--- src/rtl/time_set_ctrl.sv ---
// time_set_ctrl: debounces three board keys and runs the hour/minute edit
// state machine that stages a 24-hour time and commits it with a load strobe.
module time_set_ctrl #(
  parameter int unsigned DEBOUNCE_CYCLES = 1000000
) (
  input  logic       clk_50,
  input  logic       clr,
  input  logic       key_mode_n,
  input  logic       key_up_n,
  input  logic       key_down_n,
  output logic [4:0] h,
  output logic [5:0] m,
  output logic       load,
  output logic       edit_h,
  output logic       edit_m
);

  localparam int unsigned NKEYS  = 3;
  localparam int unsigned CNT_W  = $clog2(DEBOUNCE_CYCLES);
  localparam int unsigned HOUR_W = 5;
  localparam int unsigned MIN_W  = 6;
  localparam int unsigned K_DOWN = 0;
  localparam int unsigned K_UP   = 1;
  localparam int unsigned K_MODE = 2;

  localparam logic [CNT_W-1:0]  CNT_LAST = CNT_W'(DEBOUNCE_CYCLES - 1);
  localparam logic [HOUR_W-1:0] HOUR_MAX = HOUR_W'(23);
  localparam logic [MIN_W-1:0]  MIN_MAX  = MIN_W'(59);

  typedef enum logic [1:0] {
    IDLE   = 2'd0,
    SET_H  = 2'd1,
    SET_M  = 2'd2,
    COMMIT = 2'd3
  } state_e;

  // Key vectors: bit 2 = mode, bit 1 = up, bit 0 = down; 1 = released
  logic [NKEYS-1:0] key_raw;
  logic [NKEYS-1:0] sync1_q, sync2_q;
  logic [NKEYS-1:0] deb_q, deb_d;
  logic [NKEYS-1:0] ev_q, ev_d;
  logic [CNT_W-1:0] cnt_q [NKEYS];
  logic [CNT_W-1:0] cnt_d [NKEYS];

  state_e state_q, state_d;

  logic [HOUR_W-1:0] h_q, h_d;
  logic [MIN_W-1:0]  m_q, m_d;
  logic              load_q, load_d;
  logic              edit_h_q, edit_h_d;
  logic              edit_m_q, edit_m_d;

  logic mode_ev, up_only, down_only;

  assign key_raw = {key_mode_n, key_up_n, key_down_n};

  // Synchronizers, debounce counters and registered press events
  always_ff @(posedge clk_50) begin
    if (clr) begin
      sync1_q <= '1;
      sync2_q <= '1;
      deb_q   <= '1;
      ev_q    <= '0;
      for (int unsigned i = 0; i < NKEYS; i++) cnt_q[i] <= '0;
    end else begin
      sync1_q <= key_raw;
      sync2_q <= sync1_q;
      deb_q   <= deb_d;
      ev_q    <= ev_d;
      for (int unsigned i = 0; i < NKEYS; i++) cnt_q[i] <= cnt_d[i];
    end
  end

  // Count while the synchronized level disagrees; flip after DEBOUNCE_CYCLES
  always_comb begin
    deb_d = deb_q;
    ev_d  = '0;
    for (int unsigned i = 0; i < NKEYS; i++) begin
      cnt_d[i] = '0;
      if (sync2_q[i] != deb_q[i]) begin
        if (cnt_q[i] == CNT_LAST) begin
          deb_d[i] = sync2_q[i];
          // Only released->pressed produces an event
          ev_d[i]  = deb_q[i];
        end else begin
          cnt_d[i] = cnt_q[i] + CNT_W'(1);
        end
      end
    end
  end

  assign mode_ev   = ev_q[K_MODE];
  assign up_only   = ev_q[K_UP] & ~ev_q[K_DOWN];
  assign down_only = ev_q[K_DOWN] & ~ev_q[K_UP];

  // State register
  always_ff @(posedge clk_50) begin
    if (clr) state_q <= IDLE;
    else     state_q <= state_d;
  end

  // Next-state: mode steps through the fields, commit lasts one cycle
  always_comb begin
    state_d = state_q;
    case (state_q)
      IDLE:    if (mode_ev) state_d = SET_H;
      SET_H:   if (mode_ev) state_d = SET_M;
      SET_M:   if (mode_ev) state_d = COMMIT;
      COMMIT:  state_d = IDLE;
      default: state_d = IDLE;
    endcase
  end

  // Output next values: field edits with explicit wrap, strobes from next state
  always_comb begin
    h_d      = h_q;
    m_d      = m_q;
    load_d   = (state_d == COMMIT);
    edit_h_d = (state_d == SET_H);
    edit_m_d = (state_d == SET_M);
    case (state_q)
      SET_H: begin
        if (!mode_ev) begin
          if (up_only)        h_d = (h_q == HOUR_MAX) ? '0 : h_q + HOUR_W'(1);
          else if (down_only) h_d = (h_q == '0) ? HOUR_MAX : h_q - HOUR_W'(1);
        end
      end
      SET_M: begin
        if (!mode_ev) begin
          if (up_only)        m_d = (m_q == MIN_MAX) ? '0 : m_q + MIN_W'(1);
          else if (down_only) m_d = (m_q == '0) ? MIN_MAX : m_q - MIN_W'(1);
        end
      end
      default: ;
    endcase
  end

  // Output registers
  always_ff @(posedge clk_50) begin
    if (clr) begin
      h_q      <= '0;
      m_q      <= '0;
      load_q   <= 1'b0;
      edit_h_q <= 1'b0;
      edit_m_q <= 1'b0;
    end else begin
      h_q      <= h_d;
      m_q      <= m_d;
      load_q   <= load_d;
      edit_h_q <= edit_h_d;
      edit_m_q <= edit_m_d;
    end
  end

  assign h      = h_q;
  assign m      = m_q;
  assign load   = load_q;
  assign edit_h = edit_h_q;
  assign edit_m = edit_m_q;

endmodule

--- config.mk ---
export PLATFORM = sky130hd
export DESIGN_NAME = time_set_ctrl
export DESIGN_NICKNAME = d
export VERILOG_FILES = /design/src/rtl/time_set_ctrl.sv
export SDC_FILE = /design/constraint.sdc
export NUM_CORES = 1
export LEC_CHECK = 0
export CAP_MARGIN = 20
export CELL_PAD_IN_SITES_DETAIL_PLACEMENT = 1
export CELL_PAD_IN_SITES_GLOBAL_PLACEMENT = 2
export CORE_UTILIZATION = 35
export CTS_BUF_LIST = sky130_fd_sc_hd__clkbuf_8
export DETAILED_ROUTE_END_ITERATION = 8
export GPL_TIMING_DRIVEN = 0
export PLACE_DENSITY = 0.74
export SLEW_MARGIN = 20
export SYNTH_ARGS = -nofsm -noshare
export SYNTH_HDL_FRONTEND = slang
export SYNTH_SLANG_ARGS = --single-unit
export TNS_END_PERCENT = 30
--- constraint.sdc ---
create_clock -name clk_50 -period 2.3 [get_ports clk_50]
set_clock_uncertainty 0.15 [all_clocks]
set_input_delay 0.23 -clock clk_50 [delete_from_list [all_inputs] [get_ports clk_50]]
set_output_delay 0.23 -clock clk_50 [all_outputs]
set_load 0.01 [all_outputs]
==> metrics <==
# H-tree levels 3; number of design-rule violations left by the first detailed-router iteration 204; final setup violation count 0; CP Data Required Time 2.40 ns; Pint between 2000 and 2500 uW; maximum fanout count along the critical path 7; Sequential cell area about 1800 um^2; sequential cell area fraction in the yosys report between 40 and 50%; dominant synthesized flop cell sky130_fd_sc_hd__dfxtp_1; synthesis-stage register bit count 88; PortBufs 17; leakage power 0.001481 uW; synth unique cells 55; cell at the slowest stage of the critical path sky130_fd_sc_hd__or4b_1; global routing usage summed across all routing layers 17.40%; post-route clock period utilization 93.98%; Sw Pwr 573.1 uW; Top Ports 19; hold slack final 0.2586 ns; pin count of the biggest net entering global routing 14; layout overhead on the synthesized area 14.51%; Synth Cell Area 4329 um^2; final hold violation count 0; detailed-route vias per instance 5.433; final antenna diode count 0; Post-Synthesis Net Count ~530; clock network fraction of design power 41.9%; number of sinks driven by the clock tree 88; final critical delay including setup and external delays 2.162 ns; effective utilization at floorplan around 36%; transition at the pin with the smallest max-transition slack approximately 0.68 ns; total detailed-routing wirelength 10260 um; area fraction of the dominant cell type after synthesis 40.69%; status finished clean; clock-pin slew reported for the worst setup and hold paths after clock tree synthesis around 0.080 ns; Avg WL per Cell 14.80 um; setup repair after global routing missed its margin no; number of pins with negative max-slew slack in the final report 0; multi-input gate area in the final layout 2422 um^2; count of antenna-violating nets left after detailed routing 0; initial antenna violation count 0; gp weighted congestion 0.7933; share of synthesized registers carrying an async set or reset 0%; Placed Area 4690 um^2; drc violations 0; EDFF count, synth 0; synthesized netlist cell count approximately 500; top achievable clock speed 462.6 MHz; cell type with the largest total area after synthesis sky130_fd_sc_hd__dfxtp_1; Root Driver sky130_fd_sc_hd__clkbuf_8; number of rows created at floorplan 40; GRT Residual Overflow 0; CTS tree done; half-perimeter wire length of the detailed placement result 7468 um; core region area 12010 um^2; share of post-route cells with drive strength above 1 9.524%; final design instance area without fill 4957 um^2; TritonCTS Buffers 9; worst min-delay path category flop to flop; full die area 12820 um^2; maximum count of clock buffers along a single path 2; vias in the first global route 3803; commonest cells after routing, fill and taps aside sky130_fd_sc_hd__dfxtp_1 (88), sky130_fd_sc_hd__nor2_1 (59), sky130_fd_sc_hd__nand3_1 (41), sky130_fd_sc_hd__nand2_1 (29), sky130_fd_sc_hd__a21oi_1 (29); overall via count from detail_route approximately 3800; Max-Slew Margin vs Limit between 50% and 60%; 1st-pass router iterations 4; commonest non-fill, non-tap cell in the layout sky130_fd_sc_hd__dfxtp_1; sequence of cells on the critical path or4b_1, or4_4, o21ai_4, buf_4, a21oi_1; wire length of the first global-routing pass 17980 um; switching portion of total power 21.10%; cell types with the largest area share after synthesis sky130_fd_sc_hd__dfxtp_1 (41%), sky130_fd_sc_hd__nor2_1 (5.1%), sky130_fd_sc_hd__xnor2_1 (5.1%); overall die height 113.2 um; sort of element at the end of the critical path flop; clock latency at the later pin of the worst-skew pair between 0.3 and 0.4 ns; power density relative to cell area 547.9 nW/um^2; overall power after layout 2716 uW; Die X-Extent 113.2 um; average instance area after synthesis 8.472 um^2; count of warnings emitted by yosys 0; fillers 1428; Flop pwr share between 50% and 60%; critical setup path kind flop to flop; # Max-Cap Violations 0; utilization after layout 41.27%; number of nets at the end of the flow 556; launching element type of the critical path flop; CP max stage delay 0.58 ns; Critical Path AT 2.26 ns; Combinational Power Share 1.7%; worst vdd ir around 0.28 mV
## routing by layer
| metal | up-vias | part of all wire (%) | global-route usage (%) |
|---|---|---|---|
| met1 | 1811 | 52 | 23.32 |
| met4 | 0 | 1.1 | 6.053 |
| met5 | - | 0 | 0 |
| met2 | 36 | 45 | 27.40 |
| met3 | 11 | 2.5 | 4.017 |
| li1 | 1907 | - | - |
## critical path: cells and delay by family, from the launching register on
family	cells	cell delay, ns
DFF	1	0.33
AOI/OAI and AO/OA	2	0.26
buffers and inverters	1	0.19
and+or+nand+nor	2	1.11
## flip-flops by register name, indices dropped and copies added (netlist names)
signal / flops
sync1_q: 3
ev_q: 3
cnt_q: 60
m: 6
edit_h: 1
load: 1
h: 5
sync2_q: 3
deb_q: 3
edit_m: 1
state_q: 2
## final timing paths
path	startpoint	endpoint	slack (ns)	cells past startpoint
max reg2reg	cnt_q[0][55]	cnt_q[0][58]	0.14	5
min	sync1_q[1]	sync2_q[1]	0.26	1
min reg2reg	sync1_q[1]	sync2_q[1]	0.26	1
max	cnt_q[0][55]	cnt_q[0][58]	0.14	5
## timing repair
action                                  4_1_cts  5_1_grt
endpoints found under the setup margin       19       31
gates resized for setup                       4        6
pin swaps                                     1        3
buffers inserted                              2        2
gates cloned                                  0        0
hold buffers                                  1        0
endpoints found under the hold margin         2        0
## through the flow
step	setup slack (ns)	setup TNS (ns)	instances
CTS	0.01632	0	692
detailed placement	-0.08203	-0.1166	675
finish	0.1385	0	693
global placement	-0.4758	-1.182	675
global route	0.0003813	0	693
floorplan	0.1457	0	511
## cell usage after synthesis, drive strengths merged, types with 6 or more instances
| master | number |
|---|---|
| dfxtp | 88 |
| nor2 | 59 |
| nand3 | 42 |
| a21oi | 29 |
| nand2 | 29 |
| xnor2 | 25 |
| o21ai | 24 |
| clkbuf | 19 |
| inv | 19 |
| xor2 | 16 |
| nor3 | 15 |
| nand4 | 12 |
| or3 | 12 |
| nor4 | 11 |
| or4 | 10 |
| ha | 9 |
| and3 | 8 |
| or2 | 8 |
| nor4b | 7 |
| o31ai | 7 |
| or4b | 7 |
| and2 | 6 |
## cell families (layout without fill, tap and decap cells)
logic type	after synthesis	in the layout	share of synthesized area (%)
simple gates	245	245	31.30
fa+ha+maj	9	9	2.601
xor+xnor	41	41	8.295
flops	88	88	40.69
compound gates	86	86	12.66
buf+inv	41	76	4.190
mux	1	1	0.2601
## area by class of cell
class	instances	share of cell area [%]
flip-flops and latches	88	35.54
clock inverters	6	1.565
inverters	19	1.439
well taps	147	3.710
repair buffers	22	4.240
plain buffers	20	2.145
multi-input cells	382	48.86
clock buffers	9	2.499
## power groups by stage
stage / Combinational, uW / Sequential, uW / Clock [uW]
2_1_floorplan: 25.5 / 1570 / 0
3_3_place_gp: 42.0 / 1570 / 0
3_5_place_dp: 42.1 / 1570 / 0
4_1_cts: 45.3 / 1530 / 1200
5_1_grt: 50.6 / 1530 / 1250
6_report: 45.6 / 1530 / 1140
No activity file was read; power rests on OpenSTA's default activity.
